==> src/rtl/max_idx_pkg.sv <==
// Shared definitions for the 10-class argmax handshake: class count, index width, collector states.
// Constants and a label-range helper; no logic, no latency.
package max_idx_pkg;

    localparam int NUM_CLASSES = 10;
    localparam int IDX_W       = 4;

    typedef enum logic [2:0] {
        S_COLLECT = 3'd0,
        S_START   = 3'd1,
        S_ARM     = 3'd2,
        S_WAIT    = 3'd3,
        S_OUT     = 3'd4
    } state_t;

    // A 4-bit label can encode 10..15, none of which is a real class.
    function automatic logic is_valid_label(input logic [IDX_W-1:0] label);
        return label <= IDX_W'(NUM_CLASSES - 1);
    endfunction

endpackage

==> src/rtl/class_result_collector_sat_cnt.sv <==
// Saturating up-counter with synchronous clear; clear beats increment.
// Single-cycle update, no backpressure.
module sat_cnt #(
    parameter int W = 16
) (
    input  logic         clk,
    input  logic         reset,
    input  logic         inc,
    input  logic         clr,
    output logic [W-1:0] q
);

    always_ff @(posedge clk) begin
        if (reset || clr) begin
            q <= '0;
        end else if (inc && (q != {W{1'b1}})) begin
            q <= q + {{(W-1){1'b0}}, 1'b1};
        end
    end

endmodule

==> src/rtl/class_result_collector.sv <==
// Buffers 10 serial class scores, runs the external argmax engine, returns index/correct flag and stats.
// Result 7 cycles after the 10th accept; in_ready low and scores frozen until the result is taken.
module class_result_collector
    import max_idx_pkg::*;
#(
    parameter int WIDTH = 8,
    parameter int CNT_W = 16
) (
    input  logic             clk,
    input  logic             reset,
    input  logic             in_valid,
    output logic             in_ready,
    input  logic [WIDTH-1:0] in_score,
    input  logic [3:0]       in_label,
    output logic [WIDTH-1:0] scores [NUM_CLASSES],
    output logic             start,
    input  logic [3:0]       am_idx,
    input  logic             am_done,
    output logic             res_valid,
    input  logic             res_ready,
    output logic [3:0]       res_idx,
    output logic             res_correct,
    output logic [CNT_W-1:0] correct_cnt,
    output logic [CNT_W-1:0] total_cnt,
    input  logic             clear_cnt
);

    localparam logic [IDX_W-1:0] LAST_IDX = IDX_W'(NUM_CLASSES - 1);

    state_t           state, state_nxt;
    logic [IDX_W-1:0] cnt;
    logic [3:0]       label;
    logic             accept;
    logic             update;
    logic             hit;

    assign accept = in_valid && in_ready;
    assign update = (state == S_WAIT) && am_done;
    assign hit    = (am_idx == label) && is_valid_label(label);

    always_ff @(posedge clk) begin
        if (reset) begin
            state       <= S_COLLECT;
            cnt         <= '0;
            label       <= '0;
            res_idx     <= '0;
            res_correct <= 1'b0;
        end else begin
            state <= state_nxt;
            if (accept) begin
                cnt <= (cnt == LAST_IDX) ? '0 : cnt + 1'b1;
                if (cnt == '0) begin
                    label <= in_label;
                end
            end
            if (update) begin
                res_idx     <= am_idx;
                res_correct <= hit;
            end
        end
    end

    // Score buffer carries no reset; only writes in S_COLLECT can change it.
    always_ff @(posedge clk) begin
        if (accept) begin
            scores[cnt] <= in_score;
        end
    end

    always_comb begin
        state_nxt = state;
        in_ready  = 1'b0;
        start     = 1'b0;
        res_valid = 1'b0;
        case (state)
            S_COLLECT: begin
                in_ready = 1'b1;
                if (in_valid && (cnt == LAST_IDX)) begin
                    state_nxt = S_START;
                end
            end
            S_START: begin
                start     = 1'b1;
                state_nxt = S_ARM;
            end
            // am_done may still be high from the previous run; wait for the engine to drop it.
            S_ARM: begin
                if (!am_done) begin
                    state_nxt = S_WAIT;
                end
            end
            S_WAIT: begin
                if (am_done) begin
                    state_nxt = S_OUT;
                end
            end
            S_OUT: begin
                res_valid = 1'b1;
                if (res_ready) begin
                    state_nxt = S_COLLECT;
                end
            end
            default: begin
                state_nxt = S_COLLECT;
            end
        endcase
    end

    sat_cnt #(.W(CNT_W)) u_total_cnt (
        .clk   (clk),
        .reset (reset),
        .inc   (update),
        .clr   (clear_cnt),
        .q     (total_cnt)
    );

    sat_cnt #(.W(CNT_W)) u_correct_cnt (
        .clk   (clk),
        .reset (reset),
        .inc   (update && hit),
        .clr   (clear_cnt),
        .q     (correct_cnt)
    );

endmodule

==> config.mk <==
export PLATFORM = sky130hd
export DESIGN_NAME = class_result_collector
export DESIGN_NICKNAME = d
export VERILOG_FILES = /design/src/rtl/max_idx_pkg.sv /design/src/rtl/class_result_collector_sat_cnt.sv /design/src/rtl/class_result_collector.sv
export SDC_FILE = /design/constraint.sdc
export NUM_CORES = 1
export LEC_CHECK = 0
export CORE_AREA = 2 2 154 96
export DETAILED_ROUTE_END_ITERATION = 6
export DIE_AREA = 0 0 156 98
export PLACE_DENSITY = 0.71
export SLEW_MARGIN = 40
export SYNTH_ARGS = -nofsm -noshare
export SYNTH_HDL_FRONTEND = slang
export SYNTH_SLANG_ARGS = --single-unit
==> constraint.sdc <==
create_clock -name clk -period 3.11 [get_ports clk]
set_clock_uncertainty 0.05 [all_clocks]
set_input_delay 0.4665 -clock clk [delete_from_list [all_inputs] [get_ports clk]]
set_output_delay 0.4665 -clock clk [all_outputs]
set_load 0.01 [all_outputs]
* Yosys cells after proc, flatten, opt, wreduce, memory -nomap -nowiden *
Index checks and enable logic that the tools add are counted.

storage, ports and cells
  input bits = 22
  word-level logic and storage cells = 61
  flip-flop bits (word level) = 128
  output and inout port bits = 120

operators by class
  order comparisons = 3
  equal/unequal tests = 12
  $add $sub $neg = 3
  multiplexer cells = 12
  reduce and logical (&&, ||, !) cells = 13
  bitwise gates (word level) = 1

operator list
  kind                   count
  $bwmux 80              1
  $add 16x1->16 const B  2
  $demux 8 s4            1
  $ne 16x16->1 const B   2
  $pmux 3 s5             1
  $mux 3                 4
  $logic_and 1x1->1      8
  $mux 8                 1
  $ne 2x2->1 const B     4
  $eq 3x2->1 const B     2
  $ge 5x5->1 const B     1
  $lt 5x1->1 const B     1
  $not 4->5              1
  $add 4x1->4 const B    1
  $eq 4x4->1             1
  $eq 4x4->1 const B     1
  $le 4x4->1 const B     1
  $logic_not 4->1        1
  $mux 4                 1
  $reduce_and 4->1       1
  $eq 3x1->1 const B     1
  $eq 3x3->1 const B     1
  $logic_not 3->1        1
  $mux 1                 3
  2 further kinds        2

* Logic depth before layout (Yosys ltp) *
Gate-level depths: netlist of run 1.

  word-level depth = 6
  mapped depth = 8
  depth with buffers taken out = 6

* By module *
Synthesis of run 1 repeated with hierarchy kept, for this count alone.

second synthesis, totals
  cells, all modules = 375
  area, all modules = 4,942.2 sq um

modules (own cells, without submodules)
  module                  seq. area each (sq um)  area an instance (sq um)  times used  cells an instance
  class_result_collector  2,722.6                 3,248.1                   1           185
  sat_cnt                 320.3                   847.1                     2           95

* Least setup slack after synthesis of run 1 *
Ideal clock, no wire load.

  path kind = register -> register
  start = reg state[2]
  end = reg label[0]
  clock period less this slack = 2,465 ps
  path buffers = 0
  stages on the path, launching flop included = 6
  path slack = 645 ps
  data arrival time = 2,288 ps
  setup time = 128 ps
  required time = 2,932 ps
  cell sequence = dfxtp_1 -> nor3_1 -> nand3b_1 -> nor4_2 -> mux2i_1 -> nor2_1

between the ends
  longest elaborated chain between the ends = 4

RTL lines
  item                               line                          text
  start: declaration                 class_result_collector.sv:30  state_t state, state_nxt;
  start signal: assignment           class_result_collector.sv:49  state <= state_nxt;
  $logic_not 3->1                    class_result_collector.sv:75  case (state)
  $mux 1                             class_result_collector.sv:75
  via in_ready                       class_result_collector.sv:12  output logic in_ready,
  $logic_and 1x1->1                  class_result_collector.sv:37  assign accept = in_valid && in_ready;
  $reduce_and 2->1 (no source line)  -
  end signal: assignment             class_result_collector.sv:53  label <= in_label;
  end: declaration                   class_result_collector.sv:32  logic [3:0] label;

The timed path passes the listed nets, and every way through them passes these cells.
A chain may end at the register's enable or synchronous reset.

* Final worst setup path of run 1 *
  start = reg state[2]
  end = out in_ready

between the ends
  longest elaborated chain between the ends = 2

RTL lines
  item              line
  $logic_not 3->1   class_result_collector.sv:75
  $mux 1            class_result_collector.sv:75
  end: declaration  class_result_collector.sv:12

Every way passes these cells.

==> impl_metrics.sql, run 1 <==
INSERT INTO impl_metrics (metric_group, metric, value, unit) VALUES
('floorplanning', 'core_ar', '14000', 'sq um'),
('global_route', 'antenna_found_initial', '0', ''),
('placed_design', 'placement.io_buffers', '141', ''),
('clocking', 'clock-sinks', '128', ''),
('sta', 'hold_violations', '0', ''),
('clocking', 'post-cts-setup-buffer-count', '0', ''),
('worst_setup_path', 'timing.critical_path.from_type', 'flop', ''),
('worst_setup_path', 'setup_crit_end_kind', 'output port', ''),
('worst_setup_path', 'worst_r2r_startpoint', 'u_correct_cnt.q[2]', ''),
('worst_setup_path', 'criticalPathCategory', 'reg2out', ''),
('floorplanning', 'die_area', '15300', 'sq um'),
('power_and_ir_drop', 'power_per_cell_area', '578', 'nW/um^2'),
('sta', 'fmax', '393', 'MHz'),
('clocking', 'cts_inserted_buffers', '17', ''),
('hold_path', 'hold_path_startpoint', 'res_idx[2]', ''),
('placed_design', 'placed_area', '6460', 'sq um'),
('global_route', 'global_router_s_overall_resource_usage', '17.4', '%'),
('routing', 'drt_iter0_drcs', '219', ''),
('synthesis', 'post_synth.cell_area_avg', '12.9', 'sq um'),
('job', 'timing.max_cap.violations', '0', ''),
('floorplanning', 'die-height', '98', 'um'),
('routing', 'route.detailed.wl_per_inst', '17.8', 'um'),
('synthesis', 'mappedNetlistNets', '392', ''),
('routing', 'drt_drc_violations_left', '0', ''),
('sta', 'grt_setup_unrepaired', 'false', ''),
('synthesis', 'async_flop_share', '0', '%'),
('placed_design', 'gp_congestion', '0.840', ''),
('worst_setup_path', 'arrival', '2030', 'ps'),
('power_and_ir_drop', 'vdd_drop_max', '0.351', 'mV'),
('hold_path', 'worstHoldPathType', 'reg2reg', ''),
('global_route', 'pin_count_of_the_biggest_net_entering_global_routing', '19', ''),
('routing', 'routed_wire_length', '12.8', 'mm'),
('synthesis', 'synth_ff_type', 'edfxtp_1', ''),
('layout', 'design.final.nets', '553', ''),
('placed_design', 'hpwlAfterDp', '9.13', 'mm'),
('sta', 'period_needed', '2550', 'ps'),
('power_and_ir_drop', 'design_power_total', '4.11', 'mW'),
('routing', 'num_vias', '3632', ''),
('layout', 'drive_above_1_share', '9.59', '%'),
('outcome', 'outcome', 'complete, no violations', ''),
('hold_path', 'worstHoldPathCells', '2', ''),
('layout', 'filler_cell_count', '1185', ''),
('floorplanning', 'floorplan.rows', '34', ''),
('floorplanning', 'initial_utilization', '34.0', '%'),
('synthesis', 'synth-seq-cells', '128', ''),
('global_route', 'grt_first_pass_wirelength', '19.9', 'mm'),
('clocking', 'clk_pin_slew_worst_paths', '60', 'ps'),
('worst_setup_path', 'data_required_critical_path', '2590', 'ps'),
('clocking', 'htree_levels', '4', ''),
('sta', 'worstMarginPinSlew', '732', 'ps'),
('layout', 'most_frequent_cells_in_the_layout', '141 x clkdlybuf4s50_1, 80 x edfxtp_1, 48 x dfxtp_1, 29 x nor2_1, 25 x nand2_1', ''),
('clocking', 'cts_repair_resize_count', '0', ''),
('clocking', 'postCtsHoldBufs', '0', ''),
('floorplanning', 'die_w', '156', 'um'),
('sta', 'finalMaxSlewViolations', '0', ''),
('synthesis', 'mappedNetlistArea', '4760', 'sq um'),
('synthesis', 'yosys_warnings', '0', ''),
('worst_setup_path', 'path_max_fanout', '7', ''),
('sta', 'report.final.setup_viol', '0', ''),
('routing', 'ant_nets', '0', ''),
('global_route', 'global_route.overflow_total', '0', ''),
('clocking', 'clock-root-buffer', 'clkbuf_16', ''),
('clocking', 'worstSkewPairLatency', '400', 'ps'),
('synthesis', 'syn-instance-count', '368', ''),
('synthesis', 'netlist-cell-type-count', '48', ''),
('sta', 'worst_slew_margin_rel', '50.7', '%'),
('layout', 'layout_commonest_cell', 'clkdlybuf4s50_1', ''),
('clocking', 'cts_tree', 'built', ''),
('worst_setup_path', 'reg2regPathDepth', '4', ''),
('sta', 'layout_worst_path_cycle_share', '81.9', '%'),
('synthesis', 'synth_enable_flop_cells', '80', ''),
('layout', 'design_area', '7110', 'sq um'),
('worst_setup_path', 'worst-r2r-setup-slack', '740', 'ps'),
('power_and_ir_drop', 'power.leakage', '2.34', 'nW'),
('worst_setup_path', 'cp-startpoint', 'state[2]', ''),
('layout', 'flow.area_growth_from_synthesis', '49.3', '%'),
('global_route', 'first_global_vias', '3461', ''),
('routing', 'detail_route.first_pass.iterations', '5', ''),
('floorplanning', 'top_level_ports', '142', ''),
('synthesis', 'synth_seq_area_share', '70.6', '%'),
('routing', 'avgViaCountPerCell', '5.03', ''),
('layout', 'antenna_cells_inserted', '0', ''),
('sta', 'setup_tns', '0', 'ps'),
('clocking', 'clock_path_buffers', '2', '');
==> registers in the layout, summed over array words and instances, names as in the netlist <==
name,flops
cnt,4
res_correct,1
res_idx,4
scores,80
u_correct_cnt.q,16
label,4
state,3
u_total_cnt.q,16
==> per-layer routing <==
layer	up-vias	track usage, %	part of all wire (%)
li1	1710	-	-
met3	10	4.31	5.0
met4	0	6.14	0.99
met1	1800	24.5	49
met5	-	0	0
met2	112	26.3	45
==> cell type report <==
type                       instances  area, sq um  share of cell area, %
sequential                       128         3360                   47.3
clock buffer                      23          542                   7.62
multi-input combinational        222         1340                   18.8
timing repair buffer             155         1520                   21.3
clock inverter                     9          110                   1.55
tap                              180          225                   3.17
inverter                           5         18.8                  0.264
==> worst max-delay path, cell delays in order (launching register included) <==
cell and delay, ps:
dfxtp_1 350, nor3_1 600, clkdlybuf4s50_1 670
==> worst paths after layout <==
kind	to
worst min register to register	res_idx[2]
worst max register to register	u_correct_cnt.q[14]
worst min-delay path	res_idx[2]
worst max-delay path	in_ready
==> power breakdown <==
group / leakage (nW) / internal, mW / total [mW] / switching, mW
logic: 0.902 / 0.0661 / 0.144 / 0.0776
registers: 1.11 / 1.83 / 1.84 / 0.0115
clock network: 0.327 / 1.40 / 2.13 / 0.734
total: 2.34 / 3.29 / 4.11 / 0.823
==> stage by stage <==
step                setup slack [ps]  std cells  hold WS [ps]  utilization, %
finish                           564        722           415            50.8
global route                     499        722           434            50.8
CTS                              566        722           408            50.8
detailed placement               236        690           400            46.2
global placement                 283        690           394            46.2
floorplan                        645        368           428               -
==> kinds of logic after synthesis <==
| kind of cell | Yosys count | synth area share, % |
|---|---|---|
| AO/OA/AOI/OAI | 51 | 6.38 |
| XOR/XNOR | 18 | 3.31 |
| adder cells (fa/ha/maj) | 2 | 0.525 |
| buffers and inverters | 18 | 1.68 |
| flip-flops | 128 | 70.6 |
| multiplexers | 4 | 0.840 |
| AND/OR/NAND/NOR | 147 | 16.7 |
==> Yosys cell counts, types with 2 or more instances <==
cell      count  area (sq um)
nand2b_1      2          12.5
clkbuf_1      8          30.0
dfxtp_1      48           961
and2_1        3          18.8
nor4b_1       2          17.5
edfxtp_1     80          2400
o21a_1        3          22.5
nor2_1       29           109
nand3_1      11          55.1
xnor2_1      17           149
o21ai_0      12          60.1
o41ai_1       2          17.5
or4_1         4          30.0
nor4_1       11          68.8
nand4_1      12          75.1
nor3b_1       3          22.5
nand3b_1      2          15.0
mux2i_1       4          40.0
a21oi_1      24           120
ha_1          2          25.0
or2_2         2          12.5
and3_1        5          31.3
buf_1         2          7.51
inv_1         5          18.8
nor3_1       13          65.1
nor2b_1       3          18.8
or3_1        12          75.1
and4_1        3          26.3
nand2_1      25          93.8
(Power assumes the default switching activity.)
==> inputs of run 2 (changes only) <==
--- a/config.mk
+++ b/config.mk
@@ -8,7 +8,7 @@
 export CORE_AREA = 2 2 154 96
 export DETAILED_ROUTE_END_ITERATION = 6
 export DIE_AREA = 0 0 156 98
-export PLACE_DENSITY = 0.71
+export PLACE_DENSITY = 0.73
 export SLEW_MARGIN = 40
 export SYNTH_ARGS = -nofsm -noshare
 export SYNTH_HDL_FRONTEND = slang
==> constraint.sdc (replaced) <==
create_clock -name clk -period 2.31 [get_ports clk]
set_clock_uncertainty 0.05 [all_clocks]
set_input_delay 0.3465 -clock clk [delete_from_list [all_inputs] [get_ports clk]]
set_output_delay 0.3465 -clock clk [all_outputs]
set_load 0.01 [all_outputs]
==> run 2 against run 1 <==
Global-route usage is 0.13 points higher. Register-to-register slack lost 580 ps. Setup slack lost 460 ps. Design area rose by 0.90%. Utilization increased by 0.46 points. Sequential power rose by 34%. Critical path type unchanged. Largest power group unchanged.
==> impl_metrics.sql, run 2 (synthesis gave the netlist of run 1 again) <==
INSERT INTO impl_metrics (metric_group, metric, value, unit) VALUES
('power_and_ir_drop', 'sequentialPowerShare', '46.5', '%'),
('routing', 'drt_drc_violations_left', '0', ''),
('layout', 'antenna_cells_inserted', '0', ''),
('sta', 'period_needed', '2210', 'ps'),
('worst_setup_path', 'timing.critical_path.slowest_cell_delay', '560', 'ps'),
('power_and_ir_drop', 'power_per_cell_area', '741', 'nW/um^2'),
('worst_setup_path', 'data_required_critical_path', '1910', 'ps'),
('layout', 'flow.area_growth_from_synthesis', '50.6', '%'),
('layout', 'register_area', '3360', 'sq um'),
('sta', 'layout_worst_path_cycle_share', '95.6', '%'),
('clocking', 'clock-sinks', '128', ''),
('clocking', 'clock-root-buffer', 'clkbuf_16', ''),
('sta', 'worst_slew_margin_rel', '63.1', '%'),
('power_and_ir_drop', 'pwr-share-comb', '3.8', '%'),
('routing', 'ant_nets', '0', ''),
('sta', 'worstMarginPinSlew', '549', 'ps'),
('sta', 'finalMaxSlewViolations', '0', ''),
('clocking', 'cts_inserted_buffers', '17', ''),
('worst_setup_path', 'cp-startpoint', 'state[2]', ''),
('worst_setup_path', 'critical_path.cell_chain', 'nor3_1 -> buf_4 -> clkdlybuf4s50_1', ''),
('layout', 'top_regs', 'scores x80, u_correct_cnt.q x16, u_total_cnt.q x16', ''),
('power_and_ir_drop', 'vdd_drop_max', '0.503', 'mV'),
('layout', 'design.final.nets', '569', ''),
('routing', 'drt_iter0_drcs', '194', ''),
('global_route', 'global_router_s_overall_resource_usage', '17.5', '%'),
('sta', 'grt_setup_unrepaired', 'false', ''),
('global_route', 'antenna_found_initial', '0', ''),
('floorplanning', 'die_w', '156', 'um'),
('hold_path', 'worstHoldPathType', 'reg2reg', ''),
('routing', 'detail_route.first_pass.iterations', '4', ''),
('placed_design', 'placed_area', '6580', 'sq um'),
('worst_setup_path', 'worst-r2r-setup-slack', '160', 'ps'),
('layout', 'filler_cell_count', '1201', ''),
('clocking', 'worstSkewPairLatency', '400', 'ps'),
('worst_setup_path', 'worst_r2r_startpoint', 'u_correct_cnt.q[3]', ''),
('worst_setup_path', 'worst_setup_path_endpoint', 'in_ready', ''),
('layout', 'regMostFlops', 'scores', ''),
('power_and_ir_drop', 'p_switching', '1.16', 'mW'),
('worst_setup_path', 'arrival', '1810', 'ps'),
('sta', 'fmax', '453', 'MHz'),
('worst_setup_path', 'critPathTopFamily', 'buffers and inverters', ''),
('floorplanning', 'die_area', '15300', 'sq um'),
('power_and_ir_drop', 'internal_power', '4.16', 'mW'),
('power_and_ir_drop', 'switching_share', '21.8', '%'),
('clocking', 'clock_path_buffers', '2', ''),
('job', 'timing.max_cap.violations', '0', ''),
('clocking', 'htree_levels', '4', ''),
('worst_setup_path', 'setup_crit_end_kind', 'output port', ''),
('sta', 'report.final.setup_viol', '0', ''),
('floorplanning', 'floorplan.rows', '34', ''),
('global_route', 'first_global_vias', '3629', ''),
('routing', 'num_vias', '3707', ''),
('worst_setup_path', 'worst-path-stages', '3', ''),
('layout', 'drive_above_1_share', '12.5', '%'),
('layout', 'design_area', '7180', 'sq um'),
('worst_setup_path', 'r2r_end', 'u_correct_cnt.q[15]', ''),
('floorplanning', 'die-height', '98', 'um'),
('floorplanning', 'core_ar', '14000', 'sq um'),
('power_and_ir_drop', 'relative_contribution_of_the_clock_network_to_total_power', '49.6', '%'),
('floorplanning', 'top_level_ports', '142', ''),
('global_route', 'grt_first_pass_wirelength', '20.3', 'mm'),
('layout', 'largest_register_ff_count', '80', ''),
('routing', 'route.detailed.wl_per_inst', '18.0', 'um'),
('worst_setup_path', 'criticalPathCategory', 'reg2out', ''),
('outcome', 'outcome', 'complete, no violations', ''),
('placed_design', 'hpwlAfterDp', '9.60', 'mm'),
('placed_design', 'placement.io_buffers', '141', ''),
('power_and_ir_drop', 'power.leakage', '2.37', 'nW'),
('routing', 'routed_wire_length', '13.3', 'mm'),
('power_and_ir_drop', 'design_power_total', '5.32', 'mW'),
('placed_design', 'gp_congestion', '0.915', ''),
('layout', 'post-route-util', '51.3', '%'),
('sta', 'hold_violations', '0', ''),
('global_route', 'global_route.overflow_total', '0', ''),
('layout', 'most_frequent_cells_in_the_layout', '141 x clkdlybuf4s50_1, 80 x edfxtp_1, 47 x dfxtp_1, 30 x buf_4, 29 x nor2_1', ''),
('clocking', 'cts_tree', 'built', ''),
('layout', 'multi_input_comb_area', '1350', 'sq um'),
('worst_setup_path', 'timing.critical_path.from_type', 'flop', ''),
('worst_setup_path', 'reg2regPathDepth', '5', ''),
('layout', 'layout_commonest_cell', 'clkdlybuf4s50_1', ''),
('worst_setup_path', 'critical_path_buf_inv_count', '2', ''),
('worst_setup_path', 'path_max_fanout', '7', ''),
('worst_setup_path', 'critical-path-slowest-cell', 'clkdlybuf4s50_1', ''),
('floorplanning', 'initial_utilization', '34.0', '%'),
('routing', 'avgViaCountPerCell', '5.02', ''),
('clocking', 'clk_pin_slew_worst_paths', '50', 'ps'),
('global_route', 'pin_count_of_the_biggest_net_entering_global_routing', '29', '');
run 2: timing repair:
action,CTS,global route
resized for setup,0,3
buffers inserted,0,1
hold buffers,0,0
setup endpoints to repair,0,4
run 2: cell type report:
| cell class | count | area share (%) |
|---|---|---|
| Inverter | 5 | 0.262 |
| Timing Repair Buffer | 171 | 22.8 |
| Multi-Input combinational cell | 222 | 18.8 |
| Tap cell | 180 | 3.14 |
| Clock inverter | 14 | 2.16 |
| Sequential cell | 128 | 46.9 |
| Clock buffer | 18 | 5.98 |
run 2: worst reg2reg max path: cells and delay by family (launching register included):
family                    cells  cell delay, ps
xor gates and xnor gates      1             160
DFF                           1             400
and+or+nand+nor               4            1420
run 2: metal layers:
| metal | track usage (%) | vias to the layer above | share of wire, % |
|---|---|---|---|
| li1 | - | 1747 | - |
| met1 | 24.7 | 1806 | 47 |
| met2 | 26.2 | 141 | 44 |
| met3 | 5.15 | 13 | 7.4 |
| met4 | 5.36 | 0 | 0.95 |
| met5 | 0 | - | 0 |
run 2: how the worst min path moves through the flow:
| stage | from | endpoint | slack, ps | cells past startpoint |
|---|---|---|---|---|
| after global routing | res_idx[1] | res_idx[1] | 430 | 2 |
| after floorplan | in_score[0] | scores[0] | 400 | 0 |
| after CTS | res_idx[1] | res_idx[1] | 410 | 2 |
| after detailed placement | res_idx[1] | res_idx[1] | 410 | 2 |
| final | res_idx[1] | res_idx[1] | 410 | 2 |
| after global placement | res_correct | res_correct | 400 | 2 |
run 2: metrics by stage:
stage               setup TNS (ps)  hold WS [ps]  worst slack (ps)  std cells
floorplan                     -286           395             -35.8        368
global placement             -1910           396              -276        705
detailed placement           -2630           407              -295        705
CTS                              0           415              83.2        737
global route                     0           430              60.1        738
finish                           0           410               102        738
run 2: power by group through the flow:
| stage | registers (mW) | clock network (mW) | logic, mW |
|---|---|---|---|
| 2_1_floorplan | 2.53 | 0 | 0.0612 |
| 3_5_place_dp | 2.52 | 0 | 0.206 |
| 6_report | 2.47 | 2.64 | 0.204 |
| 4_1_cts | 2.47 | 2.68 | 0.207 |
| 5_1_grt | 2.48 | 2.79 | 0.221 |
| 3_3_place_gp | 2.52 | 0 | 0.202 |
==> inputs of run 3 (changes only) <==
--- a/config.mk
+++ b/config.mk
@@ -5,6 +5,7 @@
 export SDC_FILE = /design/constraint.sdc
 export NUM_CORES = 1
 export LEC_CHECK = 0
+export CAP_MARGIN = 10
 export CORE_AREA = 2 2 154 96
 export DETAILED_ROUTE_END_ITERATION = 6
 export DIE_AREA = 0 0 156 98
==> results of run 3 <==
Same layout as run 2: the final DEF is identical, and so are final timing and power.
